## src/rtl/regfile_wb_arbiter.sv

```systemverilog
// Round-robin writeback arbiter (ALU vs load unit) feeding one register-file write port, plus a pending-write scoreboard.
// Grants are combinational; the write port is registered one cycle after the transfer. A losing requester waits with valid held.
module regfile_wb_arbiter #(
    parameter int DATA_W = 16,
    parameter int SEL_W  = 3
) (
    input  logic                    I_clk,
    input  logic                    I_rst_n,
    input  logic                    I_en,
    input  logic                    I_aluValid,
    input  logic [SEL_W-1:0]        I_aluSel,
    input  logic [DATA_W-1:0]       I_aluData,
    output logic                    o_aluReady,
    input  logic                    I_memValid,
    input  logic [SEL_W-1:0]        I_memSel,
    input  logic [DATA_W-1:0]       I_memData,
    output logic                    o_memReady,
    input  logic                    I_issueValid,
    input  logic [SEL_W-1:0]        I_issueSel,
    input  logic [SEL_W-1:0]        I_chkSelA,
    input  logic [SEL_W-1:0]        I_chkSelB,
    output logic                    o_hazardA,
    output logic                    o_hazardB,
    output logic                    o_we,
    output logic [SEL_W-1:0]        o_selD,
    output logic [DATA_W-1:0]       o_dataD,
    output logic [(2**SEL_W)-1:0]   o_busy
);

    localparam int NREG = 2**SEL_W;

    typedef enum logic {
        PRI_ALU = 1'b0,
        PRI_MEM = 1'b1
    } pri_e;

    pri_e              pri_q, pri_d;
    logic              alu_gnt, mem_gnt, xfer;
    logic [SEL_W-1:0]  gnt_sel;
    logic [DATA_W-1:0] gnt_data;
    logic              we_q;
    logic [SEL_W-1:0]  sel_q;
    logic [DATA_W-1:0] data_q;
    logic [NREG-1:0]   busy_q, busy_d;

    // A lone requester always wins; on contention the priority pointer decides.
    always_comb begin
        alu_gnt  = I_en & I_aluValid & (~I_memValid | (pri_q == PRI_ALU));
        mem_gnt  = I_en & I_memValid & (~I_aluValid | (pri_q == PRI_MEM));
        xfer     = alu_gnt | mem_gnt;
        gnt_sel  = alu_gnt ? I_aluSel  : I_memSel;
        gnt_data = alu_gnt ? I_aluData : I_memData;
    end

    always_comb begin
        pri_d = pri_q;
        if (alu_gnt) begin
            pri_d = PRI_MEM;
        end else if (mem_gnt) begin
            pri_d = PRI_ALU;
        end
    end

    // Set is applied after clear so a fresh issue to the register being written keeps it pending.
    always_comb begin
        busy_d = busy_q;
        if (xfer) begin
            busy_d[gnt_sel] = 1'b0;
        end
        if (I_en && I_issueValid) begin
            busy_d[I_issueSel] = 1'b1;
        end
    end

    always_ff @(posedge I_clk or negedge I_rst_n) begin
        if (!I_rst_n) begin
            pri_q  <= PRI_ALU;
            busy_q <= '0;
            we_q   <= 1'b0;
            sel_q  <= '0;
            data_q <= '0;
        end else begin
            pri_q  <= pri_d;
            busy_q <= busy_d;
            we_q   <= xfer;
            if (xfer) begin
                sel_q  <= gnt_sel;
                data_q <= gnt_data;
            end
        end
    end

    assign o_aluReady = alu_gnt;
    assign o_memReady = mem_gnt;
    assign o_we       = we_q;
    assign o_selD     = sel_q;
    assign o_dataD    = data_q;
    assign o_busy     = busy_q;

    // The committing write still counts as a hazard until the register file has absorbed it.
    assign o_hazardA = busy_q[I_chkSelA] | (we_q & (sel_q == I_chkSelA));
    assign o_hazardB = busy_q[I_chkSelB] | (we_q & (sel_q == I_chkSelB));

endmodule

```

## config.mk

```make
export PLATFORM = sky130hd
export DESIGN_NAME = regfile_wb_arbiter
export DESIGN_NICKNAME = d
export VERILOG_FILES = /design/src/rtl/regfile_wb_arbiter.sv
export SDC_FILE = /design/constraint.sdc
export NUM_CORES = 1
export LEC_CHECK = 0
export ABC_CLOCK_PERIOD_IN_PS = 2200
export BUFFER_PORTS_ARGS = -buffer_cell sky130_fd_sc_hd__buf_2
export CAP_MARGIN = 5
export CORE_MARGIN = 1
export CORE_UTILIZATION = 44
export DETAILED_ROUTE_END_ITERATION = 8
export PLACE_DENSITY = 0.79
export RECOVER_POWER = 100
export SYNTH_ARGS = -nofsm -noshare
export SYNTH_HDL_FRONTEND = slang
export SYNTH_SLANG_ARGS = --single-unit
export TNS_END_PERCENT = 1
```

## constraint.sdc

```tcl
create_clock -name I_clk -period 2.2 [get_ports I_clk]
set_clock_uncertainty 0.05 [all_clocks]
set_input_delay 0.11 -clock I_clk [delete_from_list [all_inputs] [get_ports I_clk]]
set_output_delay 0.11 -clock I_clk [all_outputs]
set_load 0.02 [all_outputs]
```

==> summary.md <==
| Metric | Value |
|---|---|
| Outcome | `complete, but fails checks` |
| Violated checks | `max-capacitance violations, max-slew violations` |
| Residual DRC | `0` |
| Adder-cell share of the synthesized area | `0` |
| # clock sinks | `29` |
| RePlAce Congestion | `a little under 0.8` |
| Final setup TNS | `0 ns` |
| Post-synthesis cell area | `about 1600 sq um` |
| Areal power density over the cells | `between 600 and 700 nW/um^2` |
| Vertical extent of the die | `just over 60 microns` |
| Main combinational cell family by area after synthesis | `compound AO/OA/AOI/OAI gates` |
| I/O pin count | `85` |
| Most Crowded Layer GR | `met2` |
| Gate count of the mapped netlist | `roughly 170` |
| Number of enable flip-flop cells after synthesis | `0` |
| Part of the cycle the worst path needs | `0.908` |
| Pin count of the biggest net entering global routing | `30` |
| Count of final max-slew check failures | `30` |
| Slowest stage cell, crit path | `dlygate4sd3_1` |
| Latest clock arrival within the worst-skew pair | `about 0.33 ns` |
| Met1 track utilization from global routing | `0.273` |
| Cell area reported after detailed placement | `roughly 2000 sq um` |
| Average footprint of a synthesized cell | `between 9 and 10 sq um` |
| Max-capacitance violation count | `1` |
| Tot GR Track Use | `0.254` |
| Total die area | `3790 sq um` |
| Area of the core region | `approximately 3400 sq um` |
| Total nets after synthesis | `roughly 220` |
| Kind of path behind the tightest hold check | `in2reg` |
| Most common cell after layout, fill and taps aside | `buf_2` |
| Via count of the first global-routing pass | `~1600` |
| Met3 Resource Use GR | `0.0840` |
| Initial Utilization | `0.464` |
| Synth-to-layout area growth | `46.9%` |
| Post-synthesis compound-gate area fraction | `0.192` |
| Wire length of the first global-routing pass | `around 6900 microns` |
| XOR/XNOR Fraction of Synth Area | `0.0337` |
| Fraction of layout cells with a size suffix above 1 | `0.238` |
| Wire length after detailed routing | `~4600 microns` |
| Most used flip-flop cell after synthesis | `dfrtp_1` |
| Max Clock Freq | `roughly 0.50 GHz` |
| Final core utilization | `0.682` |
| Type of element capturing the critical path | `register` |
| Shortest clock period the worst path allows after layout | `about 2.0 ns` |
| Worst supply voltage drop on vdd | `between 0.0004 and 0.0005 V` |
| Data arrival time of the critical path | `2.16 ns` |
| Die X-Extent | `61.6 microns` |
| Number of buffers inserted by post-CTS setup repair | `0` |
| Clk root buf | `clkbuf_4` |
| Maximum count of clock buffers along a single path | `2` |
| Mux contribution to synthesized area | `0.103` |
| Synthesized-area fraction occupied by and/or/nand/nor cells | `0.169` |
| Clock input transition at the sequential cells of the worst setup and hold paths | `0.10 ns` |
| Final Cell Area | `approximately 2300 sq um` |
| Post-detailed-placement half-perimeter wirelength | `between 3000 and 4000 microns` |
| P_leak | `1.05 nW` |
| Std cell rows | `21` |
| RSZ-0062 raised after global routing | `no` |
| Transition time at the pin with the least slew margin | `about 1.6 ns` |
| Port Buf Inserts | `84` |
| Antenna fix cells | `0` |
| Via density per instance | `5.19` |
| Number of library cell types mapped by synthesis | `29` |
| Proportion of synthesized chip area in sequential cells | `0.465` |
| Type of element launching the critical path | `register` |
| Remaining Overflow, GRT | `0` |
| Crit-path most repeated cell | `nor2_1` |
| Biggest fanout along the worst timing path | `12` |
| Number of iterations in the first detailed-routing pass | `5` |
| YS warnings | `0` |
| Worst slew margin | `-0.0495` |
| Count of vias placed by the detailed router | `around 1700` |
| Top library cells by usage in the layout, fill and taps aside | `50 x buf_2, 37 x nor2_1, 34 x clkbuf_1` |
| CTS H-tree depth | `2` |
| GRT met2 Usage | `0.453` |
| Delay of the slowest critical-path stage | `approximately 0.56 ns` |
| TritonCTS clock tree | `built` |
| Critical-path cell list | `a21boi_1, nand2_2, buf_4, nor2_1, nor2_1, dlygate4sd3_1` |
| Critical path type | `reg2reg` |
| Async set-reset flop share out of synthesis | `1.00` |
| Mean routed wirelength per cell | `between 10 and 15 microns` |
| ANT nets after route | `0` |
| Iteration-0 DRC count of the detailed router | `75` |
| Final net count | `333` |
| Setup violation total in the final timing report | `0` |
| Count of final hold-check violations | `0` |
| Number of storage elements in the synthesis netlist | `29` |
| TritonCTS Buffers | `5` |
| Required @ worst endpoint | `2.36 ns` |
| Number of antenna violations at the first check in global routing | `0` |
Yosys cell counts (3+ instances only):
cell / number / share of area
mux2i_1: 7 / 0.045
mux4_2: 4 / 0.058
nand2b_1: 6 / 0.024
o21ai_0: 7 / 0.022
nor2_1: 37 / 0.089
dfrtp_1: 29 / 0.46
nand2_1: 6 / 0.014
inv_1: 9 / 0.022
clkbuf_1: 3 / 0.0072
o22ai_1: 22 / 0.088
xnor2_1: 6 / 0.034
a21oi_1: 9 / 0.029
metrics by stage:
stage	cells	power, W	setup WS [ns]	hold slack (ns)
CTS	325	0.00150	0.0377	0.00133
detailed placement	295	0.00114	0.559	0.116
global route	327	0.00158	0.0554	0.00920
floorplan	168	0.000942	0.631	-0.236
global placement	295	0.00112	0.599	0.119
finish	327	0.00148	0.202	0.00202
worst max-delay path: cells and delay by family, from the launching register on:
family / cells / cell delay (ns)
flops: 1 / 0.42
buf+inv: 2 / 0.83
simple gates: 3 / 0.36
compound gates: 1 / 0.22
registers in the layout, indices dropped and copies added, names as in the netlist:
name     flops
o_busy       8
pri_q        1
o_dataD     16
o_selD       3
o_we         1
final cells by class:
type / instances / area [sq um]
timing repair buffer: 111 / 641
sequential: 29 / 726
clock buffer: 5 / 37.5
tap: 46 / 57.6
fill: 306 / 1070
inverter: 9 / 33.8
multi-input combinational: 124 / 781
clock inverter: 3 / 17.5
layer usage:
layer  part of all wire  up-vias
met5                  0        -
met4              0.025        0
li1                   -      823
met3              0.059       14
met1               0.39      789
met2               0.53       71
kinds of logic after synthesis:
logic type | after synthesis
AO/OA/AOI/OAI | 48
XOR/XNOR | 6
buffers and inverters | 15
flip-flops | 29
multiplexers | 11
AND/OR/NAND/NOR | 59
path summary, 6_finish.rpt:
path | start | end | slack, ns | cells past startpoint
max | pri_q | o_dataD[15] | 0.20 | 6
min | I_aluData[3] | o_dataD[3] | 0.002 | 3
max reg2reg | pri_q | o_dataD[15] | 0.20 | 6
min reg2reg | o_dataD[2] | o_dataD[2] | 0.48 | 2
max in group asynchronous | I_rst_n | o_dataD[14] | 0.54 | 2
min in group asynchronous | I_rst_n | o_busy[2] | 0.64 | 2
power breakdown:
group / internal, W / switching [W]
logic: 0.000210 / 0.000284
clock network: 0.000120 / 0.000195
registers: 0.000607 / 0.0000617
timing repair:
action	CTS	global route
hold buffers	22	2
setup endpoints to repair	0	6
resized for setup	0	3
hold endpoints to repair	44	2
No activity file was read; power rests on OpenSTA's default activity.
